===== src/rtl/peripheral_ahb4_verilog_pkg.sv =====
// AHB4 master constants, the CPU-to-AHB bridge state type and a byte-enable to HSIZE helper.
package peripheral_ahb4_verilog_pkg;

    localparam logic [1:0] HTRANS_IDLE   = 2'b00;
    localparam logic [1:0] HTRANS_NONSEQ = 2'b10;

    localparam logic [2:0] HSIZE_BYTE  = 3'b000;
    localparam logic [2:0] HSIZE_HWORD = 3'b001;
    localparam logic [2:0] HSIZE_WORD  = 3'b010;

    localparam logic [2:0] HBURST_SINGLE = 3'b000;

    localparam logic [3:0] HPROT_INSTR = 4'b0010;
    localparam logic [3:0] HPROT_DATA  = 4'b0011;

    typedef enum logic [1:0] {
        ST_IDLE = 2'b00,
        ST_ADDR = 2'b01,
        ST_DATA = 2'b10
    } cpu2ahb_state_t;

    // Unusual byte-enable patterns fall back to a full word access.
    function automatic logic [2:0] be_to_hsize(input logic [7:0] be);
        int unsigned n;
        logic [2:0]  sz;
        n = 0;
        for (int i = 0; i < 8; i++) n += 32'(be[i]);
        if (n == 1)
            sz = HSIZE_BYTE;
        else if (n == 2 && (be & (be >> 1)) != 8'h00)
            sz = HSIZE_HWORD;
        else
            sz = HSIZE_WORD;
        return sz;
    endfunction

endpackage


===== src/rtl/soc_riscv_cpu2ahb_arb_sel.sv =====
// Grant selection between fetch (req0) and data (req1); SOC_RISCV_CPU2AHB_ARB_ROUND_ROBIN_EN
// selects round-robin with a last-served pointer, otherwise data has fixed priority.
module soc_riscv_cpu2ahb_arb_sel
    import peripheral_ahb4_verilog_pkg::*;
(
`ifdef SOC_RISCV_CPU2AHB_ARB_ROUND_ROBIN_EN
    input  logic       clk,
    input  logic       rst,
    input  logic       take,
`endif
    input  logic       req0,
    input  logic       req1,
    input  logic [1:0] mask,
    output logic [1:0] gnt
);

    logic r0, r1;

    assign r0 = req0 & ~mask[0];
    assign r1 = req1 & ~mask[1];

`ifdef SOC_RISCV_CPU2AHB_ARB_ROUND_ROBIN_EN
    // last_m1 resets high so the first contended grant goes to m0.
    logic last_m1_q, last_m1_d;

    always_comb begin
        gnt = 2'b00;
        if (r0 && r1)
            gnt = last_m1_q ? 2'b01 : 2'b10;
        else if (r1)
            gnt = 2'b10;
        else if (r0)
            gnt = 2'b01;
    end

    always_comb begin
        last_m1_d = last_m1_q;
        if (take) last_m1_d = gnt[1];
    end

    always_ff @(posedge clk or posedge rst) begin
        if (rst) last_m1_q <= 1'b1;
        else     last_m1_q <= last_m1_d;
    end
`else
    always_comb begin
        gnt = 2'b00;
        if (r1)
            gnt = 2'b10;
        else if (r0)
            gnt = 2'b01;
    end
`endif

endmodule


===== src/rtl/soc_riscv_cpu2ahb_arbiter.sv =====
// Two-port CPU (fetch/data) to single AHB4 master bridge, one outstanding transfer.
// Arbitration policy set by SOC_RISCV_CPU2AHB_ARB_ROUND_ROBIN_EN (undefined: data wins).
module soc_riscv_cpu2ahb_arbiter
    import peripheral_ahb4_verilog_pkg::*;
#(
    parameter int XLEN           = 32,
    parameter int PHYS_ADDR_SIZE = XLEN
) (
    input  logic                      HCLK,
    input  logic                      HRESET,

    input  logic                      m0_req,
    input  logic [XLEN-1:0]           m0_adr,
    input  logic                      m0_we,
    input  logic [XLEN/8-1:0]         m0_be,
    input  logic [XLEN-1:0]           m0_d,
    output logic [XLEN-1:0]           m0_q,
    output logic                      m0_ack,
    output logic                      m0_err,

    input  logic                      m1_req,
    input  logic [XLEN-1:0]           m1_adr,
    input  logic                      m1_we,
    input  logic [XLEN/8-1:0]         m1_be,
    input  logic [XLEN-1:0]           m1_d,
    output logic [XLEN-1:0]           m1_q,
    output logic                      m1_ack,
    output logic                      m1_err,

    output logic                      HSEL,
    output logic [PHYS_ADDR_SIZE-1:0] HADDR,
    output logic [XLEN-1:0]           HWDATA,
    output logic                      HWRITE,
    output logic [2:0]                HSIZE,
    output logic [2:0]                HBURST,
    output logic [3:0]                HPROT,
    output logic [1:0]                HTRANS,
    output logic                      HMASTLOCK,
    input  logic [XLEN-1:0]           HRDATA,
    input  logic                      HREADY,
    input  logic                      HRESP
);

    cpu2ahb_state_t            state_q, state_d;
    logic                      owner_q, owner_d;
    logic                      hsel_q, hsel_d;
    logic [PHYS_ADDR_SIZE-1:0] haddr_q, haddr_d;
    logic [XLEN-1:0]           hwdata_q, hwdata_d;
    logic                      hwrite_q, hwrite_d;
    logic [2:0]                hsize_q, hsize_d;
    logic [2:0]                hburst_q, hburst_d;
    logic [3:0]                hprot_q, hprot_d;
    logic [1:0]                htrans_q, htrans_d;
    logic                      hmastlock_q, hmastlock_d;
    logic                      ack0_q, ack0_d, ack1_q, ack1_d;
    logic                      err0_q, err0_d, err1_q, err1_d;
    logic [XLEN-1:0]           q0_q, q0_d, q1_q, q1_d;

    logic [1:0] gnt;
    logic       ack_pend;
    logic       unused_m0_we;

    assign unused_m0_we = m0_we;

    // The ack cycle is a turnaround: the acked requester still shows its old req, and
    // holding off every grant for that cycle keeps fixed priority strict.
    assign ack_pend = ack0_q | ack1_q;

`ifdef SOC_RISCV_CPU2AHB_ARB_ROUND_ROBIN_EN
    logic take;
    assign take = (state_q == ST_IDLE) && (gnt != 2'b00);
`endif

    soc_riscv_cpu2ahb_arb_sel u_sel (
`ifdef SOC_RISCV_CPU2AHB_ARB_ROUND_ROBIN_EN
        .clk  (HCLK),
        .rst  (HRESET),
        .take (take),
`endif
        .req0 (m0_req),
        .req1 (m1_req),
        .mask ({2{ack_pend}}),
        .gnt  (gnt)
    );

    always_comb begin
        state_d     = state_q;
        owner_d     = owner_q;
        hsel_d      = hsel_q;
        haddr_d     = haddr_q;
        hwdata_d    = hwdata_q;
        hwrite_d    = hwrite_q;
        hsize_d     = hsize_q;
        hburst_d    = hburst_q;
        hprot_d     = hprot_q;
        htrans_d    = htrans_q;
        hmastlock_d = 1'b0;
        ack0_d      = 1'b0;
        ack1_d      = 1'b0;
        err0_d      = 1'b0;
        err1_d      = 1'b0;
        q0_d        = q0_q;
        q1_d        = q1_q;
        case (state_q)
            ST_IDLE: begin
                if (gnt != 2'b00) begin
                    state_d  = ST_ADDR;
                    owner_d  = gnt[1];
                    hsel_d   = 1'b1;
                    htrans_d = HTRANS_NONSEQ;
                    hburst_d = HBURST_SINGLE;
                    if (gnt[1]) begin
                        haddr_d  = m1_adr[PHYS_ADDR_SIZE-1:0];
                        hwdata_d = m1_d;
                        hwrite_d = m1_we;
                        hsize_d  = be_to_hsize(8'(m1_be));
                        hprot_d  = HPROT_DATA;
                    end else begin
                        haddr_d  = m0_adr[PHYS_ADDR_SIZE-1:0];
                        hwdata_d = m0_d;
                        hwrite_d = 1'b0;
                        hsize_d  = be_to_hsize(8'(m0_be));
                        hprot_d  = HPROT_INSTR;
                    end
                end
            end
            ST_ADDR: begin
                if (HREADY) begin
                    state_d  = ST_DATA;
                    hsel_d   = 1'b0;
                    htrans_d = HTRANS_IDLE;
                end
            end
            ST_DATA: begin
                if (HREADY) begin
                    state_d = ST_IDLE;
                    if (owner_q) begin
                        ack1_d = 1'b1;
                        err1_d = HRESP;
                        q1_d   = HRDATA;
                    end else begin
                        ack0_d = 1'b1;
                        err0_d = HRESP;
                        q0_d   = HRDATA;
                    end
                end
            end
            default: begin
                state_d  = ST_IDLE;
                hsel_d   = 1'b0;
                htrans_d = HTRANS_IDLE;
            end
        endcase
    end

    always_ff @(posedge HCLK or posedge HRESET) begin
        if (HRESET) begin
            state_q     <= ST_IDLE;
            owner_q     <= 1'b0;
            hsel_q      <= 1'b0;
            haddr_q     <= '0;
            hwdata_q    <= '0;
            hwrite_q    <= 1'b0;
            hsize_q     <= 3'b000;
            hburst_q    <= 3'b000;
            hprot_q     <= 4'b0000;
            htrans_q    <= HTRANS_IDLE;
            hmastlock_q <= 1'b0;
            ack0_q      <= 1'b0;
            ack1_q      <= 1'b0;
            err0_q      <= 1'b0;
            err1_q      <= 1'b0;
            q0_q        <= '0;
            q1_q        <= '0;
        end else begin
            state_q     <= state_d;
            owner_q     <= owner_d;
            hsel_q      <= hsel_d;
            haddr_q     <= haddr_d;
            hwdata_q    <= hwdata_d;
            hwrite_q    <= hwrite_d;
            hsize_q     <= hsize_d;
            hburst_q    <= hburst_d;
            hprot_q     <= hprot_d;
            htrans_q    <= htrans_d;
            hmastlock_q <= hmastlock_d;
            ack0_q      <= ack0_d;
            ack1_q      <= ack1_d;
            err0_q      <= err0_d;
            err1_q      <= err1_d;
            q0_q        <= q0_d;
            q1_q        <= q1_d;
        end
    end

    assign HSEL      = hsel_q;
    assign HADDR     = haddr_q;
    assign HWDATA    = hwdata_q;
    assign HWRITE    = hwrite_q;
    assign HSIZE     = hsize_q;
    assign HBURST    = hburst_q;
    assign HPROT     = hprot_q;
    assign HTRANS    = htrans_q;
    assign HMASTLOCK = hmastlock_q;
    assign m0_ack    = ack0_q;
    assign m1_ack    = ack1_q;
    assign m0_err    = err0_q;
    assign m1_err    = err1_q;
    assign m0_q      = q0_q;
    assign m1_q      = q1_q;

endmodule


===== config.mk =====
export PLATFORM = sky130hd
export DESIGN_NAME = soc_riscv_cpu2ahb_arbiter
export DESIGN_NICKNAME = d
export VERILOG_FILES = /design/src/rtl/peripheral_ahb4_verilog_pkg.sv /design/src/rtl/soc_riscv_cpu2ahb_arb_sel.sv /design/src/rtl/soc_riscv_cpu2ahb_arbiter.sv
export SDC_FILE = /design/constraint.sdc
export NUM_CORES = 1
export LEC_CHECK = 0
export ABC_CLOCK_PERIOD_IN_PS = 7700
export BUFFER_PORTS_ARGS = -buffer_cell sky130_fd_sc_hd__buf_4
export CORE_AREA = 2 2 126 128
export DETAILED_ROUTE_END_ITERATION = 12
export DIE_AREA = 0 0 128 130
export PLACE_DENSITY = 0.76
export SETUP_SLACK_MARGIN = 0.02
export SLEW_MARGIN = 20
export SYNTH_ARGS = -nofsm -noshare
export SYNTH_HDL_FRONTEND = slang
export SYNTH_SLANG_ARGS = --single-unit

===== constraint.sdc =====
create_clock -name HCLK -period 7.7 [get_ports HCLK]
set_input_delay 1.155 -clock HCLK [delete_from_list [all_inputs] [get_ports HCLK]]
set_output_delay 1.155 -clock HCLK [all_outputs]
set_load 0.01 [all_outputs]

Word-level counts from Yosys, hierarchy flattened
Cells that the tools add are included.
Word-level totals
  input port bits: 176
  register bits: 146
  logic and storage cells: 81
  output and inout port bits: 147
Cells by class
  multiplexer cells: 32
  add/subtract/negate cells: 6
  equal/unequal tests: 9
  reduce and logical (&&, ||, !) cells: 11
  bitwise operators: 8
Operators with widths (count)
  32-bit two-way mux: 2
  2-bit two-way mux: 9
  1-bit two-way mux: 17
  8-bit nonzero test: 2
  2-bit case mux with 3 select lines: 2
  3-bit AND reduction: 4
  3-bit by 1-bit adder with 4-bit output: 2
  4-bit by 3-bit AND with 4-bit output: 2
  4-bit by 1-bit equality test with 1-bit output (second input constant): 2
  4-bit by 2-bit equality test with 1-bit output (second input constant): 2
  2-bit by 1-bit adder with 3-bit output: 2
  2-bit inequality test (second input constant): 3
  1-bit by 1-bit adder with 2-bit output: 2
  3-bit two-way mux: 1
  1-bit inverter: 3
  1-bit case mux with 3 select lines: 1
  1-bit AND: 2
  2-bit by 1-bit equality test with 1-bit output (second input constant): 1
  2-bit equality test (second input constant): 1
  1-bit logical AND: 2
  2-bit zero test: 1
  2-bit AND reduction: 1
  2-bit nonzero test: 1
  1-bit OR: 1

Depth between registers and ports, before layout
Gate-level depths: netlist (run 1).
  word-level depth: 8
  mapped depth: 9
  depth with buffers taken out: 9

Cells and area by module
A second synthesis (run 1) with hierarchy kept.
Second synthesis, totals
  cells, all modules: 497
  area, all modules: 6326.1 um^2
By module, submodules not included
  soc_riscv_cpu2ahb_arbiter: area each 6292.3 um^2, cells each 494, seq. area each 3503.4 um^2, instances 1
  soc_riscv_cpu2ahb_arb_sel: area each 33.8 um^2, cells each 3, seq. area each 0.0 um^2, instances 1

Worst setup path before layout (run 1)
OpenSTA, ideal clock, no wires.
  path kind: input-to-reg
  from: input m0_be[0]
  to: register hsize_q[1], in the netlist HSIZE[1]
  stages: 8
  setup slack: 4700 ps
  arrival time: 2868 ps
  cell sequence: inv_1 -> fa_1 -> inv_1 -> ha_1 -> ha_1 -> or3b_2 -> a32oi_1 -> o21ai_1
On the way
  word-level cells in the longest chain between the ends: 8
  elaborated cells between the ends (all ways): 11
  those cells by class: add/sub: 3; eq/ne: 2; mux: 3; bitwise: 1; reduce/logical: 2
RTL lines
  from (decl): line soc_riscv_cpu2ahb_arbiter.sv:15  | input logic [XLEN/8-1:0] m0_be,
  1-bit by 1-bit adder with 2-bit output: line peripheral_ahb4_verilog_pkg.sv:27  | for (int i = 0; i < 8; i++) n += 32'(be[i]);
  2-bit by 1-bit adder with 3-bit output: line peripheral_ahb4_verilog_pkg.sv:27
  3-bit by 1-bit adder with 4-bit output: line peripheral_ahb4_verilog_pkg.sv:27
  4-bit by 2-bit equality test with 1-bit output: line peripheral_ahb4_verilog_pkg.sv:30  | else if (n == 2 && (be & (be >> 1)) != 8'h00)
  1-bit logical AND: line peripheral_ahb4_verilog_pkg.sv:30
  2-bit two-way mux: line peripheral_ahb4_verilog_pkg.sv:30
  2-bit two-way mux (*): line peripheral_ahb4_verilog_pkg.sv:28  | if (n == 1)
  3-bit two-way mux (*): line soc_riscv_cpu2ahb_arbiter.sv:112  | if (gnt[1]) begin
  to (signal assigned): line soc_riscv_cpu2ahb_arbiter.sv:182  | hsize_q <= hsize_d;
  to (decl): line soc_riscv_cpu2ahb_arbiter.sv:50  | logic [2:0] hsize_q, hsize_d;
Every way passes the cells marked *; elsewhere a longest branch is shown, timed or not.
A chain may end at the register's enable or synchronous reset.

Worst setup path after layout (run 1)
  from: input m1_req
  to: register haddr_q[31], in the netlist HADDR[31]
On the way
  word-level cells in the longest chain between the ends: 4
  elaborated cells between the ends (all ways): 5
  those cells by class: mux: 2; bitwise: 1; reduce/logical: 2
RTL lines
  from (decl): line soc_riscv_cpu2ahb_arbiter.sv:21  | input logic m1_req,
  1-bit AND (*): line soc_riscv_cpu2ahb_arb_sel.sv:20  | assign r1 = req1 & ~mask[1];
  2-bit two-way mux (*): line soc_riscv_cpu2ahb_arb_sel.sv:48  | if (r1)
  2-bit nonzero test: line soc_riscv_cpu2ahb_arbiter.sv:106  | if (gnt != 2'b00) begin
  2-bit AND reduction (no source line)
  to (signal assigned): line soc_riscv_cpu2ahb_arbiter.sv:179  | haddr_q <= haddr_d;
  to (decl): line soc_riscv_cpu2ahb_arbiter.sv:47  | logic [PHYS_ADDR_SIZE-1:0] haddr_q, haddr_d;
Marked as above.

==> qor.txt, run 1 <==
Arrival time worst endpoint: 3.89 ns
MaxCap Viol Count: 0
Design internal power: 2442 µW
Core area: 15420 µm²
Filler Cell Count: 1266
Clock sink count: 140
Die area: 16640 µm²
Total number of vias: 4973
Wirelength per Cell: 18.64 µm
CTS H-tree depth: 4
Yosys Warn Count: 0
Tmin final: 3.593 ns
Bufs on Longest Clock Path: 2
Crit-path max cell delay: 0.72 ns
Critical-path cell with the highest stage delay: buf_4
Largest cells by area after synthesis: dfrtp_1 (58%), mux2_1 (12%), a221o_1 (11%), nor3b_1 (8.0%), buf_4 (1.5%)
Syn Std Cell Area: 6018 µm²
Area Growth Syn to Fin: 50.19%
Startpoint Class: primary input
DR DRC count: 0
Power share of the combinational group: 0.408
Slew margin rel.: 0.3777
Global placer's final weighted congestion: 0.7949
CP max FO: 84
Fin area: 9039 µm²
Pins Over Slew Limit: 0
Clock root buffer: clkbuf_16
Final WL: 17520 µm
RSZ-0062 raised after global routing: no
I/O Pins: 323
Max VDD drop: 0.2199 mV
Antenna violations before repair: 0
DP Worst Slack: 3.750 ns
Die W: 128 µm
Largest net degree at the start of global routing: 88
TritonCTS buffer count: 17
Worst-path cell chain: buf_4, o211ai_1, buf_4, buf_4, nor3b_1, a221o_1
Ys flop type: dfrtp_1
Post-DP HPWL: 12890 µm
Register area share after synthesis: 0.5821
Most frequent cells in the layout: buf_4 (317), dfrtp_1 (140), nor3b_1 (64), a221o_1 (64), mux2_1 (64)
Worst EP required: 7.99 ns
CP endpoint kind: flop
CTS tree: done
Async SR Flop Fraction: 1.000
Worst-Skew Late Latency: 0.42 ns
Chip Height: 130 µm
Area share of the largest cell type after synthesis: 0.5821
Starting Density: 0.3902
Port Buffers: 313
Post-CTS Setup Inserts: 0
Worst-Margin Slew: 0.9323 ns
Kind of critical path: primary input to flop
Setup WS post-layout: 4.107 ns
Via density: 5.290
Status: complete, no violations
Pwr Total: 3688 µW
Avg Cell Area, Syn: 13.74 µm²
Overflow after GRT: 0
Switching part of the total power: 0.3377
P_sw: 1245 µW
Clock power share: 0.233
CTS Hold Buffers Added: 0
Row Count: 46
Synth area leader: dfrtp_1
Synth Register Bits: 140
Final Setup Violations: 0
Vias in the first global route: 5109
Pwr/cell area: 408.0 nW/µm²
Commonest non-fill, non-tap cell in the layout: buf_4
Cell Area, Placed: 8416 µm²
Total global-route track usage: 0.2047
First-pass GRT wire length: 26370 µm
Crit path top cell by count: buf_4
Syn Inst Count: 438
Static Leak: 0.004390 µW
Ant diodes: 0
Pre-antenna DRT Iters: 5
Layout cells sized above 1: 0.4759
F_max: 0.2783 GHz
Post-route setup TNS: 0 ns
Seq pwr share: 0.359
Synth cell types: 34
Setup Skew: 0.009112 ns
Tightest hold margin: 0.4870 ns
Buf/Inv on CP: 3
Post-CTS Resized: 0
EDFF count, synth: 0
Final period utilization: 0.4666
Final Net Count: 920
Final hold vios: 0
DRT iter0 DRCs: 246
Hold Path Class: flop to flop
Clk slew on worst S/H paths: 0.06 ns
Final ANT Viol Nets: 0
CP delay by family, top: buffers and inverters
## flip-flops by register name, indices dropped and copies added (netlist names)
name,count
m0_q,32
m1_err,1
m1_ack,1
HPROT,2
state_q,2
HSIZE,2
HADDR,32
HWDATA,32
m0_ack,1
HWRITE,1
m1_q,32
m0_err,1
HTRANS,1
## metal layers
metal,part of all wire,GRT usage
met5,0,0
met4,0.022,0.07498
met3,0.084,0.06970
met2,0.53,0.3555
met1,0.37,0.2368
## power by group through the flow
| stage | registers [µW] | logic [µW] | clock network, µW |
|---|---|---|---|
| 5_1_grt | 1360 | 1620 | 917 |
| 3_5_place_dp | 1330 | 1520 | 0 |
| 3_3_place_gp | 1300 | 1470 | 0 |
| 6_report | 1320 | 1500 | 861 |
| 4_1_cts | 1320 | 1520 | 879 |
| 2_1_floorplan | 1440 | 621 | 0 |
## worst paths after layout
path,to,start,slack (ns),cells past startpoint
setup / recovery,HADDR[31],m1_req,4.11,6
hold / removal,HSIZE[0],HSIZE[0],0.49,1
setup reg to reg,HADDR[31],state_q[0],4.87,6
hold reg to reg,HSIZE[0],HSIZE[0],0.49,1
max in group asynchronous,m0_q[16],HRESET,5.74,3
min in group asynchronous,HADDR[12],HRESET,0.77,2
## synthesized netlist by cell type, types with 2 or more instances
| cell | number |
|---|---|
| clkbuf_1 | 13 |
| dfrtp_1 | 140 |
| inv_1 | 12 |
| o211ai_1 | 3 |
| nand2_1 | 8 |
| o21a_1 | 2 |
| nor2_1 | 7 |
| buf_6 | 5 |
| a221o_1 | 64 |
| nor3_2 | 2 |
| buf_2 | 15 |
| nor2b_1 | 2 |
| nor3b_1 | 64 |
| fa_1 | 2 |
| buf_4 | 12 |
| mux2_1 | 64 |
| ha_1 | 6 |
## cells by family (layout without fill, tap and decap cells)
family,count (synthesis),in the layout,synth area share
mux,65,65,0.1216
flops,140,140,0.5821
buf+inv,59,362,0.05364
simple gates,89,89,0.1021
fa+ha+maj,8,8,0.01913
compound gates,76,76,0.1208
other cells,1,8,0.0006231
## cell type report
cell class	instances	area, µm²	area share
Clock inverter	14	193.9	0.02146
Tap cell	192	240.2	0.02658
Inverter	13	53.80	0.005952
Clock buffer	17	425.4	0.04707
Multi-Input combinational cell	246	2231	0.2468
Sequential cell	140	3503	0.3876
Timing Repair Buffer	318	2391	0.2645
## through the flow
step           std cells    util
6_report             940  0.5860
5_1_grt              940  0.5860
4_1_cts              940  0.5857
3_5_place_dp         909  0.5456
3_3_place_gp         909  0.5456
2_1_floorplan        445       -
No activity file was read; power rests on OpenSTA's default activity.
==> inputs of run 2 (changes only) <==
Settings changed: ABC_CLOCK_PERIOD_IN_PS 7700 to 2890, CORE_AREA 2 2 126 128 to 2 2 125 127, DIE_AREA 0 0 128 130 to 0 0 127 129, PLACE_DENSITY 0.76 to 0.8.
Clock period 7.7 ns to 2.89 ns, I/O delays scaled along.
==> run 2 against run 1 <==
  * Final area up 0.33%
  * Die area fell by 1.5%
  * Count of clock-buffer cells in the layout rose by 3
  * Largest cell class unchanged
  * Largest power group unchanged
==> qor.txt, run 2 (same netlist as run 1, synthesis figures left out) <==
Status: complete, no violations
Pins Over Slew Limit: 0 (unchanged)
Port Buffers: 313 (unchanged)
Slew margin rel.: 0.3841 (+0.006406)
FF+latch area: 3503 µm² (unchanged)
DR DRC count: 0 (unchanged)
Via density: 5.296 (+0.11%)
Kind of critical path: flop to flop
Commonest non-fill, non-tap cell in the layout: buf_4
Switching part of the total power: 0.3399 (+0.002173)
Hold Path Class: primary input to async pin
Tmin final: 2.239 ns
Clk slew on worst S/H paths: 0.06 ns (about the same)
Clock root buffer: clkbuf_16
Static Leak: 0.004389 µW (about the same)
Chip Height: 129 µm (-0.77%)
Clock power share: 0.223 (-0.010)
MaxCap Viol Count: 0 (unchanged)
P_sw: 3310 µW (+170%)
Worst-Skew Late Latency: 0.41 ns (about the same)
Pwr/cell area: 1074 nW/µm² (+160%)
CTS Hold Buffers Added: 0 (unchanged)
Final ANT Viol Nets: 0 (unchanged)
Final Net Count: 922 (+0.22%)
Power share of the combinational group: 0.416 (+0.008)
Layout cells sized above 1: 0.4767 (+0.0007619)
Clock sink count: 140 (unchanged)
Core area: 14980 µm² (-2.9%)
Setup Skew: 0.006821 ns (-0.002291 ns)
Wirelength per Cell: 18.35 µm (-1.6%)
Max VDD drop: 0.6027 mV (+170%)
Final Non-Filler Cells: 939 (-0.11%)
Pre-antenna DRT Iters: 6 (+1)
Antenna violations before repair: 0 (unchanged)
Worst EP required: 3.17 ns (-4.82 ns)
I/O Pins: 323 (unchanged)
Final period utilization: 0.7747
Bufs on Longest Clock Path: 2 (unchanged)
Post-CTS Resized: 0 (unchanged)
CTS H-tree depth: 4 (unchanged)
Die area: 16380 µm² (-1.5%)
Most frequent cells in the layout: buf_4 (316), dfrtp_1 (140), nor3b_1 (64), a221o_1 (64), mux2_1 (64)
Design internal power: 6429 µW (+160%)
DRT iter0 DRCs: 253 (+2.8%)
Vias in the first global route: 5206 (+1.9%)
TritonCTS buffer count: 17 (unchanged)
Total global-route track usage: 0.2087 (+0.003986)
Overflow after GRT: 0 (unchanged)
Post-Place Cells: 907 (-0.22%)
Final hold vios: 0 (unchanged)
Startpoint Class: flop
Multi-input gate area: 2231 µm² (unchanged)
Global placer's final weighted congestion: 0.7817 (-1.7%)
Post-route setup TNS: 0 ns (unchanged)
CTS tree: done
CP max FO: 34 (-60%)
Area Growth Syn to Fin: 50.69%
Post-DP HPWL: 12620 µm (-2.1%)
Post-CTS Setup Inserts: 0 (unchanged)
Worst r2r src: state_q[1]
Row Count: 45 (-2.2%)
F_max: 0.4467 GHz
Ant diodes: 0 (unchanged)
Total number of vias: 4973 (unchanged)
Final Setup Violations: 0 (unchanged)
First-pass GRT wire length: 26850 µm (+1.8%)
Largest net degree at the start of global routing: 119 (+35%)
Starting Density: 0.4018 (+0.01167)
R2r worst-path depth: 3 (-3)
Worst reg2reg path endpoint: m1_q[11]
RSZ-0062 raised after global routing: no
CP endpoint kind: flop
Filler Cell Count: 1191 (-5.9%)
Final WL: 17230 µm (-1.7%)
Worst-Margin Slew: 0.9227 ns (-0.009598 ns)
Arrival time worst endpoint: 2.52 ns (-1.37 ns)
Flop2flop setup slack: 0.65 ns (-4.22 ns)
Seq pwr share: 0.361 (+0.002)
Die W: 127 µm (-0.78%)
-- run 2: cell count changes in the layout (fill, tap and decap cells not counted), sizes merged --
cell / delta
clkinv: -4
clkinvlp: +4
clkbuf: +3
buf: +2
bufinv: -2
-- run 2: layout make-up --
cell class | count | share of cell area
flip-flops and latches | 140 | 0.3863
repair buffers | 320 | 0.2704
multi-input cells | 246 | 0.2460
clock buffers | 20 | 0.05036
well taps | 188 | 0.02594
clock inverters | 12 | 0.01518
inverters | 13 | 0.005795
-- run 2: worst max-delay path, cell delays in order, from the launching register on --
cell     delay, ns
dfrtp_1       0.48
nor2b_1       0.26
nand3_2       0.73
mux2_1        0.61
-- run 2: how the worst max path moves through the flow --
stage | start | to | slack [ns] | cells after the start
after global routing | state_q[1] | m1_q[18] | 0.42 | 3
final | state_q[1] | m1_q[11] | 0.65 | 3
after floorplan | m0_be[0] | HSIZE[1] | 0.61 | 8
after global placement | m0_be[0] | HSIZE[1] | 0.47 | 9
after CTS | state_q[1] | m1_q[11] | 0.63 | 3
after detailed placement | m0_be[0] | HSIZE[1] | 0.41 | 9
-- run 2: stage by stage --
stage / worst slack [ns] / total power [µW] / area, µm² / hold slack, ns / util
2_1_floorplan: 0.6113 / 5504 / 6048 / 0.5041 / -
3_3_place_gp: 0.4747 / 7425 / 8474 / 0.4561 / 0.5658
3_5_place_dp: 0.4057 / 7597 / 8474 / 0.4550 / 0.5658
4_1_cts: 0.6311 / 9826 / 9069 / 0.1392 / 0.6055
5_1_grt: 0.4219 / 10330 / 9069 / 0.1611 / 0.6055
6_report: 0.6511 / 9739 / 9069 / 0.1461 / 0.6055
-- run 2: power by group through the flow --
stage | combinational (µW) | sequential, µW | clock (µW)
2_1_floorplan | 1660 | 3850 | 0
3_3_place_gp | 3950 | 3470 | 0
6_report | 4050 | 3510 | 2170
5_1_grt | 4390 | 3630 | 2310
3_5_place_dp | 4070 | 3530 | 0
4_1_cts | 4090 | 3510 | 2220
-- run 2: layer usage --
layer	up-vias	global-route usage	wire length, µm
met5	-	0	0
met2	255	0.3602	8883
met1	2455	0.2448	6555
met3	32	0.06985	1461
li1	2231	-	-
met4	0	0.07434	332
